==> config.mk <==
export PLATFORM = sky130hd
export DESIGN_NAME = hdmi_i2c_sequencer_flat
export DESIGN_NICKNAME = d
export VERILOG_FILES = /design/src/rtl/hdmi_i2c_sequencer_if.sv /design/src/rtl/hdmi_i2c_sequencer.sv /design/src/flat_wrapper.sv
export SDC_FILE = /design/constraint.sdc
export NUM_CORES = 1
export LEC_CHECK = 0
export ABC_AREA = 1
export BUFFER_PORTS_ARGS = -buffer_cell sky130_fd_sc_hd__buf_2
export CORE_MARGIN = 2
export CORE_UTILIZATION = 30
export DETAILED_ROUTE_END_ITERATION = 12
export GPL_TIMING_DRIVEN = 0
export PLACE_DENSITY_LB_ADDON = 0.2
export SYNTH_ARGS = -nofsm -noshare
export SYNTH_HDL_FRONTEND = slang
export SYNTH_SLANG_ARGS = --single-unit
==> constraint.sdc <==
create_clock -name clock -period 2.9 [get_ports clock]
set_clock_uncertainty 0.05 [all_clocks]
set_input_delay 0.58 -clock clock [delete_from_list [all_inputs] [get_ports clock]]
set_output_delay 0.58 -clock clock [all_outputs]
set_load 0.02 [all_outputs]
==> src/rtl/hdmi_i2c_sequencer_if.sv <==
// Host request/response and engine command channels of the HDMI config sequencer.
// Handshake: a transfer happens on the posedge where valid & ready are both 1; the
// initiator holds valid and data stable until then, and ready never waits on valid.
interface hdmi_i2c_sequencer_if;
   logic        host_req_valid;
   logic        host_req_ready;
   logic [23:0] host_req_data;
   logic        host_rsp_valid;
   logic        host_rsp_err;
   logic        eng_cmd_valid;
   logic        eng_cmd_ready;
   logic [23:0] eng_cmd_data;
   logic        eng_done;
   logic        eng_nack;

   modport master (
      input  host_req_valid, host_req_data, eng_cmd_ready, eng_done, eng_nack,
      output host_req_ready, host_rsp_valid, host_rsp_err, eng_cmd_valid, eng_cmd_data
   );

   modport slave (
      output host_req_valid, host_req_data, eng_cmd_ready, eng_done, eng_nack,
      input  host_req_ready, host_rsp_valid, host_rsp_err, eng_cmd_valid, eng_cmd_data
   );
endinterface

==> src/rtl/hdmi_i2c_sequencer.sv <==
// Walks the HDMI transmitter config table through the I2C byte-write engine, with
// NACK retries, hot-plug/start_n re-boot and arbitration of host register writes.
module hdmi_i2c_sequencer #(
   parameter int TABLE_LEN     = 20,
   parameter int ADDR_W        = 6,
   parameter int MAX_ATTEMPTS  = 3,
   parameter int GAP_CYCLES    = 16,
   parameter int HPD_DB_CYCLES = 256
) (
   input  logic              clock,
   input  logic              reset_n,
   input  logic              start_n,
   input  logic              hpd,
   output logic [ADDR_W-1:0] tbl_addr,
   input  logic [23:0]       tbl_data,
   hdmi_i2c_sequencer_if.master bus,
   output logic              init_done,
   output logic              busy,
   output logic              fault,
   output logic [ADDR_W-1:0] fault_index,
   output logic [2:0]        state_dbg
);

   localparam int ATT_W = $clog2(MAX_ATTEMPTS + 1);
   localparam int GAP_W = $clog2(GAP_CYCLES + 1);
   localparam int HPD_W = $clog2(HPD_DB_CYCLES);
   localparam logic [23:0] END_MARK = 24'hFFFFFF;

   localparam logic [2:0] S_IDLE       = 3'd0;
   localparam logic [2:0] S_FETCH      = 3'd1;
   localparam logic [2:0] S_LATCH      = 3'd2;
   localparam logic [2:0] S_ISSUE      = 3'd3;
   localparam logic [2:0] S_WAIT       = 3'd4;
   localparam logic [2:0] S_GAP        = 3'd5;
   localparam logic [2:0] S_HOST_ISSUE = 3'd6;
   localparam logic [2:0] S_HOST_WAIT  = 3'd7;

   logic [2:0]        state;
   logic [2:0]        gap_next;
   logic [ADDR_W-1:0] idx;
   logic [ATT_W-1:0]  att;
   logic [GAP_W-1:0]  gap_cnt;
   logic [HPD_W-1:0]  hpd_cnt;
   logic              hpd_armed;
   logic              boot_pending;
   logic              retry_ok;

   // The index register drives the ROM directly, so the address is always settled
   // for at least the FETCH cycle before LATCH samples the registered ROM output.
   assign tbl_addr  = idx;
   assign busy      = (state != S_IDLE);
   assign state_dbg = state;
   assign retry_ok  = (32'(att) + 1 < MAX_ATTEMPTS);

   assign bus.eng_cmd_valid  = (state == S_ISSUE) || (state == S_HOST_ISSUE);
   assign bus.host_req_ready = reset_n && (state == S_IDLE) && !boot_pending && (gap_cnt == '0);

   always_ff @(posedge clock) begin
      if (!reset_n) begin
         state              <= S_IDLE;
         gap_next           <= S_IDLE;
         idx                <= '0;
         att                <= '0;
         gap_cnt            <= '0;
         hpd_cnt            <= '0;
         hpd_armed          <= 1'b0;
         boot_pending       <= 1'b0;
         init_done          <= 1'b0;
         fault              <= 1'b0;
         fault_index        <= '0;
         bus.eng_cmd_data   <= '0;
         bus.host_rsp_valid <= 1'b0;
         bus.host_rsp_err   <= 1'b0;
      end else begin
         bus.host_rsp_valid <= 1'b0;
         bus.host_rsp_err   <= 1'b0;
         // gap_cnt runs from every engine completion, so IDLE also honours the spacing
         if (gap_cnt != '0) gap_cnt <= gap_cnt - 1'b1;

         case (state)
            S_IDLE: begin
               if (boot_pending) begin
                  if (gap_cnt == '0) begin
                     boot_pending <= 1'b0;
                     fault        <= 1'b0;
                     init_done    <= 1'b0;
                     idx          <= '0;
                     state        <= S_FETCH;
                  end
               end else if (bus.host_req_valid && bus.host_req_ready) begin
                  bus.eng_cmd_data <= bus.host_req_data;
                  att              <= '0;
                  state            <= S_HOST_ISSUE;
               end
            end
            S_FETCH: state <= S_LATCH;
            S_LATCH: begin
               bus.eng_cmd_data <= tbl_data;
               att              <= '0;
               if (tbl_data == END_MARK) begin
                  init_done <= 1'b1;
                  state     <= S_IDLE;
               end else begin
                  state <= S_ISSUE;
               end
            end
            S_ISSUE: if (bus.eng_cmd_ready) state <= S_WAIT;
            S_WAIT: begin
               if (bus.eng_done) begin
                  gap_cnt <= GAP_W'(GAP_CYCLES);
                  if (boot_pending) begin
                     boot_pending <= 1'b0;
                     fault        <= 1'b0;
                     init_done    <= 1'b0;
                     idx          <= '0;
                     gap_next     <= S_FETCH;
                     state        <= S_GAP;
                  end else if (!bus.eng_nack) begin
                     if (idx == ADDR_W'(TABLE_LEN - 1)) begin
                        init_done <= 1'b1;
                        state     <= S_IDLE;
                     end else begin
                        idx      <= idx + 1'b1;
                        gap_next <= S_FETCH;
                        state    <= S_GAP;
                     end
                  end else if (retry_ok) begin
                     att      <= att + 1'b1;
                     gap_next <= S_ISSUE;
                     state    <= S_GAP;
                  end else begin
                     fault       <= 1'b1;
                     fault_index <= idx;
                     state       <= S_IDLE;
                  end
               end
            end
            S_GAP: if (gap_cnt <= GAP_W'(1)) state <= gap_next;
            S_HOST_ISSUE: if (bus.eng_cmd_ready) state <= S_HOST_WAIT;
            S_HOST_WAIT: begin
               if (bus.eng_done) begin
                  gap_cnt <= GAP_W'(GAP_CYCLES);
                  state   <= S_GAP;
                  if (bus.eng_nack && retry_ok) begin
                     att      <= att + 1'b1;
                     gap_next <= S_HOST_ISSUE;
                  end else begin
                     bus.host_rsp_valid <= 1'b1;
                     bus.host_rsp_err   <= bus.eng_nack;
                     gap_next           <= S_IDLE;
                  end
               end
            end
            default: state <= S_IDLE;
         endcase

         // Boot triggers come last so a new request is never lost to a same-cycle clear.
         if (!hpd) begin
            hpd_cnt   <= '0;
            hpd_armed <= 1'b1;
            init_done <= 1'b0;
         end else if (hpd_armed) begin
            if (hpd_cnt == HPD_W'(HPD_DB_CYCLES - 1)) begin
               hpd_cnt      <= '0;
               hpd_armed    <= 1'b0;
               boot_pending <= 1'b1;
            end else begin
               hpd_cnt <= hpd_cnt + 1'b1;
            end
         end
         if (!start_n) boot_pending <= 1'b1;
      end
   end

endmodule

==> src/flat_wrapper.sv <==
// flat-port wrapper written by rule: the top's interface ports become plain ports
module hdmi_i2c_sequencer_flat 
#(
   parameter int TABLE_LEN     = 20,
   parameter int ADDR_W        = 6,
   parameter int MAX_ATTEMPTS  = 3,
   parameter int GAP_CYCLES    = 16,
   parameter int HPD_DB_CYCLES = 256
)
  (clock, reset_n, start_n, hpd, tbl_addr, tbl_data, init_done, busy, fault, fault_index, state_dbg, bus_host_req_valid, bus_host_req_data, bus_eng_cmd_ready, bus_eng_done, bus_eng_nack, bus_host_req_ready, bus_host_rsp_valid, bus_host_rsp_err, bus_eng_cmd_valid, bus_eng_cmd_data);
  hdmi_i2c_sequencer_if bus_i ();
  input  logic clock;
  input  logic reset_n;
  input  logic start_n;
  input  logic hpd;
  output logic [ADDR_W-1:0] tbl_addr;
  input  logic [23:0] tbl_data;
  output logic init_done;
  output logic busy;
  output logic fault;
  output logic [ADDR_W-1:0] fault_index;
  output logic [2:0] state_dbg;
  input wire logic [$bits(bus_i.host_req_valid)-1:0] bus_host_req_valid;
  input wire logic [$bits(bus_i.host_req_data)-1:0] bus_host_req_data;
  input wire logic [$bits(bus_i.eng_cmd_ready)-1:0] bus_eng_cmd_ready;
  input wire logic [$bits(bus_i.eng_done)-1:0] bus_eng_done;
  input wire logic [$bits(bus_i.eng_nack)-1:0] bus_eng_nack;
  output wire logic [$bits(bus_i.host_req_ready)-1:0] bus_host_req_ready;
  output wire logic [$bits(bus_i.host_rsp_valid)-1:0] bus_host_rsp_valid;
  output wire logic [$bits(bus_i.host_rsp_err)-1:0] bus_host_rsp_err;
  output wire logic [$bits(bus_i.eng_cmd_valid)-1:0] bus_eng_cmd_valid;
  output wire logic [$bits(bus_i.eng_cmd_data)-1:0] bus_eng_cmd_data;
  assign bus_i.host_req_valid = bus_host_req_valid;
  assign bus_i.host_req_data = bus_host_req_data;
  assign bus_i.eng_cmd_ready = bus_eng_cmd_ready;
  assign bus_i.eng_done = bus_eng_done;
  assign bus_i.eng_nack = bus_eng_nack;
  assign bus_host_req_ready = bus_i.host_req_ready;
  assign bus_host_rsp_valid = bus_i.host_rsp_valid;
  assign bus_host_rsp_err = bus_i.host_rsp_err;
  assign bus_eng_cmd_valid = bus_i.eng_cmd_valid;
  assign bus_eng_cmd_data = bus_i.eng_cmd_data;
  hdmi_i2c_sequencer #(.TABLE_LEN(TABLE_LEN), .ADDR_W(ADDR_W), .MAX_ATTEMPTS(MAX_ATTEMPTS), .GAP_CYCLES(GAP_CYCLES), .HPD_DB_CYCLES(HPD_DB_CYCLES)) u_core (.clock(clock), .reset_n(reset_n), .start_n(start_n), .hpd(hpd), .tbl_addr(tbl_addr), .tbl_data(tbl_data), .bus(bus_i), .init_done(init_done), .busy(busy), .fault(fault), .fault_index(fault_index), .state_dbg(state_dbg));
endmodule
==> metrics.csv, run 1 <==
metric;value;unit
status;finished, final reports clean;
Synth Area in XOR/XNOR;0.0204;
kind of critical path;reg -> out;
CP max FO;6;
sequential area share after synthesis;0.368;
die area;12300;um2
# DRC;0;
period utilisation layout;0.835;
post-synthesis sequential element count;63;
Critical Path AT;1790;ps
ys async rst share;0;
Final Routed Wirelength;9.63;mm
Mapped Cells;537;
Syn. warnings;0;
Clock Latency Late Sink;320;ps
Adder-Cell Fraction of Synth Area;0.0255;
pwr/cell area;969;nW/um2
largest net degree at the start of global routing;11;
I/O Pins;102;
Crit. End Element;primary output;
RSZ-0062 raised after global routing;false;
Critical Path Source Type;flop;
CTS tree;done;
largest cells by area after synthesis;dfxtp_1 (37%), nand2_1 (22%), nand3_1 (7.3%);
maximum clock path buffer count;2;
clk root buf;clkbuf_16;
Worst-path clk slew;50;ps
Final HPWL DP;7.60;mm
hold-fix buffers at CTS;0;
share of layout cells above drive strength 1;0.212;
vias per inst;4.60;
Slew headroom;0.602;
Fmax;413;MHz
final global-route overflow total;0;
Antenna Cells;0;
WP data required;2270;ps
simple logic cell fraction of the synthesized area;0.409;
Initial Util;0.304;
Max Cap Viol;0;
most used cell, CP;nand2_1;
number of synthesized flops with an enable pin;0;
worst hold slack;396;ps
initial drt markers;164;
CTS sink count;63;
area delta synth->final;27.7;%
post-synthesis mux area share;0;
Mapped Area;3430;um2
peak supply drop;0.000335;V
H-tree levels;3;
Chip Width;111;um
fin nets;712;
setup TNS after final layout;0;ps
Pwr Total;4.24;mW
post-synth top area cell;dfxtp_1;
DR pass1 iterations;4;
Worst Tran Pin Value;597;ps
commonest non-fill, non-tap cell in the layout;nand2_1;
via count;3655;
Post-CTS Setup Bufs;0;
vias in the first global route;3463;
Netlist cell types;28;
post-synth top area share;0.368;
Row Count;39;
placer congestion estimate;0.884;
PortBufs;101;
Syn Nets;600;
Top delay family on crit path;simple AND/OR/NAND/NOR gates;
largest family of logic cells by synthesized area;simple AND/OR/NAND/NOR gates;
cts bufs inserted;9;
commonest cells after routing, fill and taps aside;nand2_1 (199), buf_2 (106), dfxtp_1 (63), nor2_1 (57), nand3_1 (50);
delay of the slowest critical-path stage;340;ps
CP Buf/Inv Count;2;
initial antenna violation count;0;
CP Cell Sequence;inv_1 -> ha_1 -> nand2_1 -> nor2_2 -> nand2_1 -> nor2_4 -> buf_2;
final slew viol count;0;
critical path's slowest cell;dfxtp_1;
final setup violation count;0;
Mapped Avg Cell Area;6.39;um2
Post-synth top flop;dfxtp_1;
GRT Overall Usage;0.158;
ANT nets after route;0;
mean routed wirelength per cell;12.1;um
HP Class;reg -> reg;
Core Region;11300;um2
first-pass GRT wire length;16.1;mm
Final Hold Violating Endpoints;0;
Die Ht;111;um
post-cts resize count;0;
compound-cell area share of the yosys netlist;0.0996;
minimum clock period;2420;ps
P_leak;2.15;nW
==> layout make-up <==
cell class / instances / area [um2]
buffer: 16 / 96.3
clock buffer: 13 / 260
clock inverter: 1 / 5.00
fill: 1251 / 6890
inverter: 45 / 171
multi-input combinational: 413 / 1900
sequential: 63 / 1260
tap: 143 / 179
timing repair buffer: 101 / 505
==> kinds of logic (layout without fill, tap and decap cells) <==
logic type	Yosys count	in the layout
simple gates	333	333
compound gates	65	65
flops	63	63
buf+inv	61	176
xor+xnor	8	8
fa+ha+maj	7	7
==> per-stage QoR <==
stage           util  instance area, um2  instances  setup WS [ps]
2_1_floorplan      -                3430        537           1070
4_1_cts        0.389                4380        795            479
6_report       0.389                4380        795            479
3_3_place_gp   0.365                4110        781            862
5_1_grt        0.389                4380        795            378
3_5_place_dp   0.365                4110        781            807
==> path summary, 6_finish.rpt <==
check / depth (start not counted) / endpoint / start / slack, ps
max reg2reg: 12 / u_core.bus.eng_cmd_data[7] / u_core.gap_cnt[0] / 790
min reg2reg: 2 / u_core.fault / u_core.fault / 400
min: 2 / u_core.fault / u_core.fault / 400
max: 7 / bus_host_req_ready / u_core.gap_cnt[0] / 480
==> state kept, by name (all words and copies together), names as in the netlist <==
signal	cells
u_core.gap_cnt	5
u_core.att	2
u_core.hpd_cnt	8
u_core.bus.host_rsp_valid	1
u_core.init_done	1
u_core.bus.host_rsp_err	1
u_core.tbl_addr	6
u_core.bus.eng_cmd_data	24
u_core.state_dbg	3
u_core.boot_pending	1
u_core.gap_next	3
u_core.fault	1
u_core.fault_index	6
u_core.hpd_armed	1
==> layer usage <==
metal  vias to the layer above  share of wire  global-route usage
li1                       1940              -                   -
met3                         7          0.072              0.0459
met1                      1601           0.48               0.208
met4                         0          0.012              0.0475
met5                         -              0                   0
met2                       107           0.44               0.253
==> report_power, final <==
part	internal, mW	switching (mW)	leakage (nW)	total, mW
Combinational	0.688	1.36	1.50	2.05
Sequential	1.07	0.143	0.513	1.21
Clock	0.614	0.365	0.132	0.979
Total	2.37	1.87	2.15	4.24
==> worst reg2reg max path: stages (launching register included) <==
cell and delay [ps]:
dfxtp_1 340, inv_1 110, ha_1 170, nand2_1 80, nor2_2 300, nand2_1 170, nor2_4 120, nand2_2 70
nand2_4 140, nand2_2 130, buf_6 170, nand2_1 60, a21oi_1 60
==> cells in the mapped netlist, types with 2 or more instances <==
master    instances
nor3b_1           2
ha_1              7
o21ai_0          12
nor2_2            2
nand3_1          50
nor2_1           57
nand2_4           3
a41oi_1           2
buf_6             4
xnor2_1           2
a21oi_1          47
clkbuf_1          7
nor2_4            2
nor3_1            8
inv_1            40
xor2_1            6
a211oi_1          2
nand4_1           5
dfxtp_1          63
nand2_1         199
nand2_2           4
buf_2             5
inv_2             3
Note: power is estimated with default switching activity, not from simulation.
==> run 2, diff against run 1 <==
==> constraint.sdc (replaced) <==
create_clock -name clock -period 2.4 [get_ports clock]
set_clock_uncertainty 0.05 [all_clocks]
set_input_delay 0.48 -clock clock [delete_from_list [all_inputs] [get_ports clock]]
set_output_delay 0.48 -clock clock [all_outputs]
set_load 0.02 [all_outputs]
==> metrics.csv, run 2 (synthesis results as in run 1) <==
metric;value;unit;change
Max Cap Viol;0;;unchanged
HP Class;in -> reg;;was reg -> reg
commonest non-fill, non-tap cell in the layout;nand2_1;;unchanged
CP max FO;6;;unchanged
hold_sp;start_n;;was u_core.fault
period utilisation layout;0.923;;
CP Cell Sequence;inv_1 -> ha_1 -> nand2_1 -> nor2_4 -> nand2_1 -> nor2_4 -> buf_2;;was inv_1 -> ha_1 -> nand2_1 -> nor2_2 -> nand2_1 -> nor2_4 -> buf_2
area delta synth->final;27.8;%;was 27.7%
CTS tree;done;;unchanged
post-cts resize count;0;;unchanged
mean routed wirelength per cell;12.1;um;about the same
vias in the first global route;3463;;unchanged
fillcell total;1250;;was 1251
I/O Pins;102;;unchanged
Final Hold Violating Endpoints;0;;unchanged
share of layout cells above drive strength 1;0.212;;unchanged
FF/Latch Area;1260;um2;unchanged
delay of the slowest critical-path stage;340;ps;about the same
CP Capture Point;bus_host_req_ready;;unchanged
Initial Util;0.304;;unchanged
Core Region;11300;um2;unchanged
GRT Overall Usage;0.158;;unchanged
kind of critical path;reg -> out;;unchanged
WP data required;1870;ps;was 2270 ps
DR pass1 iterations;4;;unchanged
setup TNS after final layout;0;ps;unchanged
dpl ws;307;ps;was 807 ps
status;finished, final reports clean;;unchanged
final slew viol count;0;;unchanged
Die Ht;111;um;unchanged
DP Cell Count;781;;unchanged
Worst-path clk slew;50;ps;about the same
vias per inst;4.60;;unchanged
max reg flops;24;;unchanged
fin nets;712;;unchanged
post-layout util;0.389;;about the same
hold-fix buffers at CTS;0;;unchanged
PortBufs;101;;unchanged
peak supply drop;0.000410;V;was 0.000335 V
area of the multi-input gates;1910;um2;was 1900 um2
Clock Latency Late Sink;320;ps;about the same
clk root buf;clkbuf_16;;unchanged
Post-Layout Cell Count;795;;unchanged
Worst Tran Pin Value;597;ps;unchanged
Slew headroom;0.602;;unchanged
via count;3655;;unchanged
Worst Setup SP;u_core.gap_cnt[0];;unchanged
final global-route overflow total;0;;unchanged
Final WS setup;186;ps;was 479 ps
ANT nets after route;0;;unchanged
largest net degree at the start of global routing;11;;unchanged
first-pass GRT wire length;16.1;mm;unchanged
critical path's slowest cell;dfxtp_1;;unchanged
CTS sink count;63;;unchanged
Row Count;39;;unchanged
P_leak;2.15;nW;about the same
initial antenna violation count;0;;unchanged
Pwr Total;5.14;mW;was 4.24 mW
Critical Path Source Type;flop;;unchanged
Area after DPL;4110;um2;unchanged
Fmax;452;MHz;
Top reg by flops;u_core.bus.eng_cmd_data;;unchanged
Final HPWL DP;7.60;mm;unchanged
Final Routed Wirelength;9.62;mm;was 9.63 mm
biggest regs;u_core.bus.eng_cmd_data x24, u_core.hpd_cnt x8;;unchanged
Antenna Cells;0;;unchanged
cts bufs inserted;9;;unchanged
die area;12300;um2;unchanged
maximum clock path buffer count;2;;unchanged
Post-CTS Setup Bufs;0;;unchanged
Chip Width;111;um;unchanged
final instance area;4380;um2;about the same
setup slack, reg-to-reg;400;ps;was 790 ps
Critical Path AT;1680;ps;was 1790 ps
FF-to-FF End;u_core.bus.eng_cmd_data[7];;unchanged
commonest cells after routing, fill and taps aside;nand2_1 (199), buf_2 (106), dfxtp_1 (63), nor2_1 (57), nand3_1 (50);;unchanged
RSZ-0062 raised after global routing;false;;unchanged
worst r2r src;u_core.gap_cnt[0];;unchanged
# DRC;0;;unchanged
initial drt markers;159;;was 164
minimum clock period;2210;ps;
Crit. End Element;primary output;;unchanged
final setup violation count;0;;unchanged
worst hold slack;363;ps;was 396 ps
H-tree levels;3;;unchanged
pwr/cell area;1170;nW/um2;was 969 nW/um2
placer congestion estimate;0.884;;unchanged
Worst R2R Path Depth;12;;unchanged
==> run 2: area by class of cell <==
| class | count | area share |
|---|---|---|
| inverter | 45 | 0.0391 |
| multi-input combinational | 413 | 0.435 |
| clock buffer | 13 | 0.0594 |
| tap | 143 | 0.0408 |
| buffer | 16 | 0.0220 |
| sequential | 63 | 0.288 |
| timing repair buffer | 101 | 0.115 |
| clock inverter | 1 | 0.00114 |
==> run 2: worst max-delay path, delay by kind of cell (launching register included) <==
family | cells | cell delay (ps)
buf+inv | 2 | 280
simple gates | 4 | 560
fa+ha+maj | 1 | 170
flops | 1 | 340
==> run 2: power breakdown <==
group / total, mW / internal (mW) / switching (mW)
logic: 2.50 / 0.838 / 1.66
clock network: 1.18 / 0.742 / 0.441
registers: 1.46 / 1.29 / 0.172
total: 5.14 / 2.87 / 2.27
==> run 2: routing by layer <==
metal,vias up,track usage,share of wire
li1,1941,-,-
met2,108,0.253,0.43
met3,7,0.0459,0.073
met1,1599,0.208,0.48
met5,-,0,0
met4,0,0.0475,0.012
==> run 2: worst min-delay path by stage <==
| stage | to | slack [ps] | depth (start not counted) |
|---|---|---|---|
| floorplan | u_core.gap_next[2] | 390 | 2 |
| global placement | u_core.init_done | 380 | 2 |
| detailed placement | u_core.init_done | 390 | 2 |
| CTS | u_core.boot_pending | 350 | 2 |
| global route | u_core.boot_pending | 380 | 2 |
| finish | u_core.boot_pending | 360 | 2 |
==> run 3, diff against run 2 <==
--- a/config.mk
+++ b/config.mk
@@ -7,8 +7,10 @@
 export LEC_CHECK = 0
 export ABC_AREA = 1
 export BUFFER_PORTS_ARGS = -buffer_cell sky130_fd_sc_hd__buf_2
+export CELL_PAD_IN_SITES_DETAIL_PLACEMENT = 1
+export CELL_PAD_IN_SITES_GLOBAL_PLACEMENT = 2
 export CORE_MARGIN = 2
-export CORE_UTILIZATION = 30
+export CORE_UTILIZATION = 27
 export DETAILED_ROUTE_END_ITERATION = 12
 export GPL_TIMING_DRIVEN = 0
 export PLACE_DENSITY_LB_ADDON = 0.2
==> metrics.csv, run 3 (synthesis results as in run 1) <==
metric;value;unit;change
cts bufs inserted;9;;unchanged
Clock Latency Late Sink;340;ps;was 320 ps
Worst-path clk slew;50;ps;about the same
initial drt markers;110;;was 159
fillcell total;1679;;was 1250
Max Cap Viol;0;;unchanged
Area after DPL;4150;um2;was 4110 um2
minimum clock period;2220;ps;was 2210 ps
Core Region;12500;um2;was 11300 um2
worst hold slack;342;ps;was 363 ps
vias in the first global route;3708;;was 3463
Antenna Cells;0;;unchanged
Top reg by flops;u_core.bus.eng_cmd_data;;unchanged
initial antenna violation count;0;;unchanged
P_leak;2.19;nW;was 2.15 nW
largest net degree at the start of global routing;12;;was 11
Final HPWL DP;8.73;mm;was 7.60 mm
Chip Width;117;um;was 111 um
CP max FO;6;;unchanged
peak supply drop;0.000379;V;was 0.000410 V
FF/Latch Area;1260;um2;unchanged
setup TNS after final layout;0;ps;unchanged
first-pass GRT wire length;18.0;mm;was 16.1 mm
Pwr Total;5.54;mW;was 5.14 mW
clk root buf;clkbuf_16;;unchanged
area delta synth->final;31.3;%;was 27.8%
Final Routed Wirelength;11.1;mm;was 9.62 mm
post-layout util;0.360;;was 0.389
I/O Pins;102;;unchanged
WP data required;1870;ps;about the same
maximum clock path buffer count;2;;unchanged
fin nets;712;;unchanged
max reg flops;24;;unchanged
Slew headroom;0.560;;was 0.602
area of the multi-input gates;1910;um2;unchanged
via count;3693;;was 3655
Fmax;451;MHz;was 452 MHz
Critical Path Source Type;flop;;unchanged
status;finished, final reports clean;;unchanged
die area;13600;um2;was 12300 um2
Post-Layout Cell Count;826;;was 795
ANT nets after route;0;;unchanged
mean routed wirelength per cell;13.4;um;was 12.1 um
GRT Overall Usage;0.172;;was 0.158
H-tree levels;3;;unchanged
final instance area;4500;um2;was 4380 um2
final global-route overflow total;0;;unchanged
Row Count;41;;was 39
Critical Path AT;1690;ps;was 1680 ps
placer congestion estimate;0.804;;was 0.884
biggest regs;u_core.bus.eng_cmd_data x24, u_core.hpd_cnt x8;;unchanged
DP Cell Count;810;;was 781
Post-CTS Setup Bufs;0;;unchanged
period utilisation layout;0.925;;was 0.923
CTS sink count;63;;unchanged
Die Ht;117;um;was 111 um
commonest cells after routing, fill and taps aside;nand2_1 (199), buf_2 (106), dfxtp_1 (63), nor2_1 (57), nand3_1 (50);;unchanged
kind of critical path;reg -> out;;unchanged
share of layout cells above drive strength 1;0.217;;was 0.212
Crit. End Element;primary output;;unchanged
Final WS setup;181;ps;was 186 ps
PortBufs;101;;unchanged
HP Class;in -> reg;;unchanged
CTS tree;done;;unchanged
vias per inst;4.47;;was 4.60
commonest non-fill, non-tap cell in the layout;nand2_1;;unchanged
pwr/cell area;1230;nW/um2;was 1170 nW/um2
dpl ws;312;ps;was 307 ps
Initial Util;0.274;;was 0.304
DR pass1 iterations;4;;unchanged
final slew viol count;0;;unchanged
Worst Tran Pin Value;660;ps;was 597 ps
final setup violation count;0;;unchanged
RSZ-0062 raised after global routing;false;;unchanged
# DRC;0;;unchanged
Final Hold Violating Endpoints;0;;unchanged
## run 3: cell count changes in the layout (fill, tap and decap cells not counted), sizes merged
| cell | before | now |
|---|---|---|
| clkinv | 2 | 3 |
| bufinv | 0 | 3 |
| clkbuf | 20 | 17 |
| clkinvlp | 0 | 1 |
## run 3: worst max-delay path, stage by stage, from the launching register on
cell and delay [ps]:
dfxtp_1 340, inv_1 100, ha_1 180, nand2_1 110, nor2_4 200, nand2_1 130, nor2_4 120, buf_2 170
## run 3: final cells by class
| cell class | instances | area share |
|---|---|---|
| Clock buffer | 10 | 0.0531 |
| Multi-Input combinational cell | 413 | 0.423 |
| Clock inverter | 6 | 0.0239 |
| Tap cell | 172 | 0.0478 |
| Sequential cell | 63 | 0.280 |
| Buffer | 16 | 0.0214 |
| Inverter | 45 | 0.0381 |
| Timing Repair Buffer | 101 | 0.112 |
## run 3: per-layer routing
metal  vias to the layer above  track usage  share of wire
met5                         -            0              0
met4                         0       0.0729          0.016
met3                        11       0.0436          0.049
met2                        76        0.286           0.46
met1                      1666        0.213           0.47
li1                       1940            -              -
## run 3: timing repair
item	in CTS	in global routing
resized for setup	0	1
hold buffers	0	0
setup endpoints to repair	0	1
## run 3: final timing paths
check / to / slack [ps] / startpoint / cells past startpoint
worst min-delay path: u_core.boot_pending / 340 / start_n / 2
worst min register to register: u_core.init_done / 390 / u_core.init_done / 2
worst max-delay path: bus_host_req_ready / 180 / u_core.gap_cnt[0] / 7
worst max register to register: u_core.bus.eng_cmd_data[14] / 400 / u_core.gap_cnt[0] / 12
## run 3: power by group
group          internal (mW)  switching, mW  leakage, nW
logic                  0.839           1.71         1.50
clock network           1.04          0.488        0.168
registers               1.29          0.173        0.513
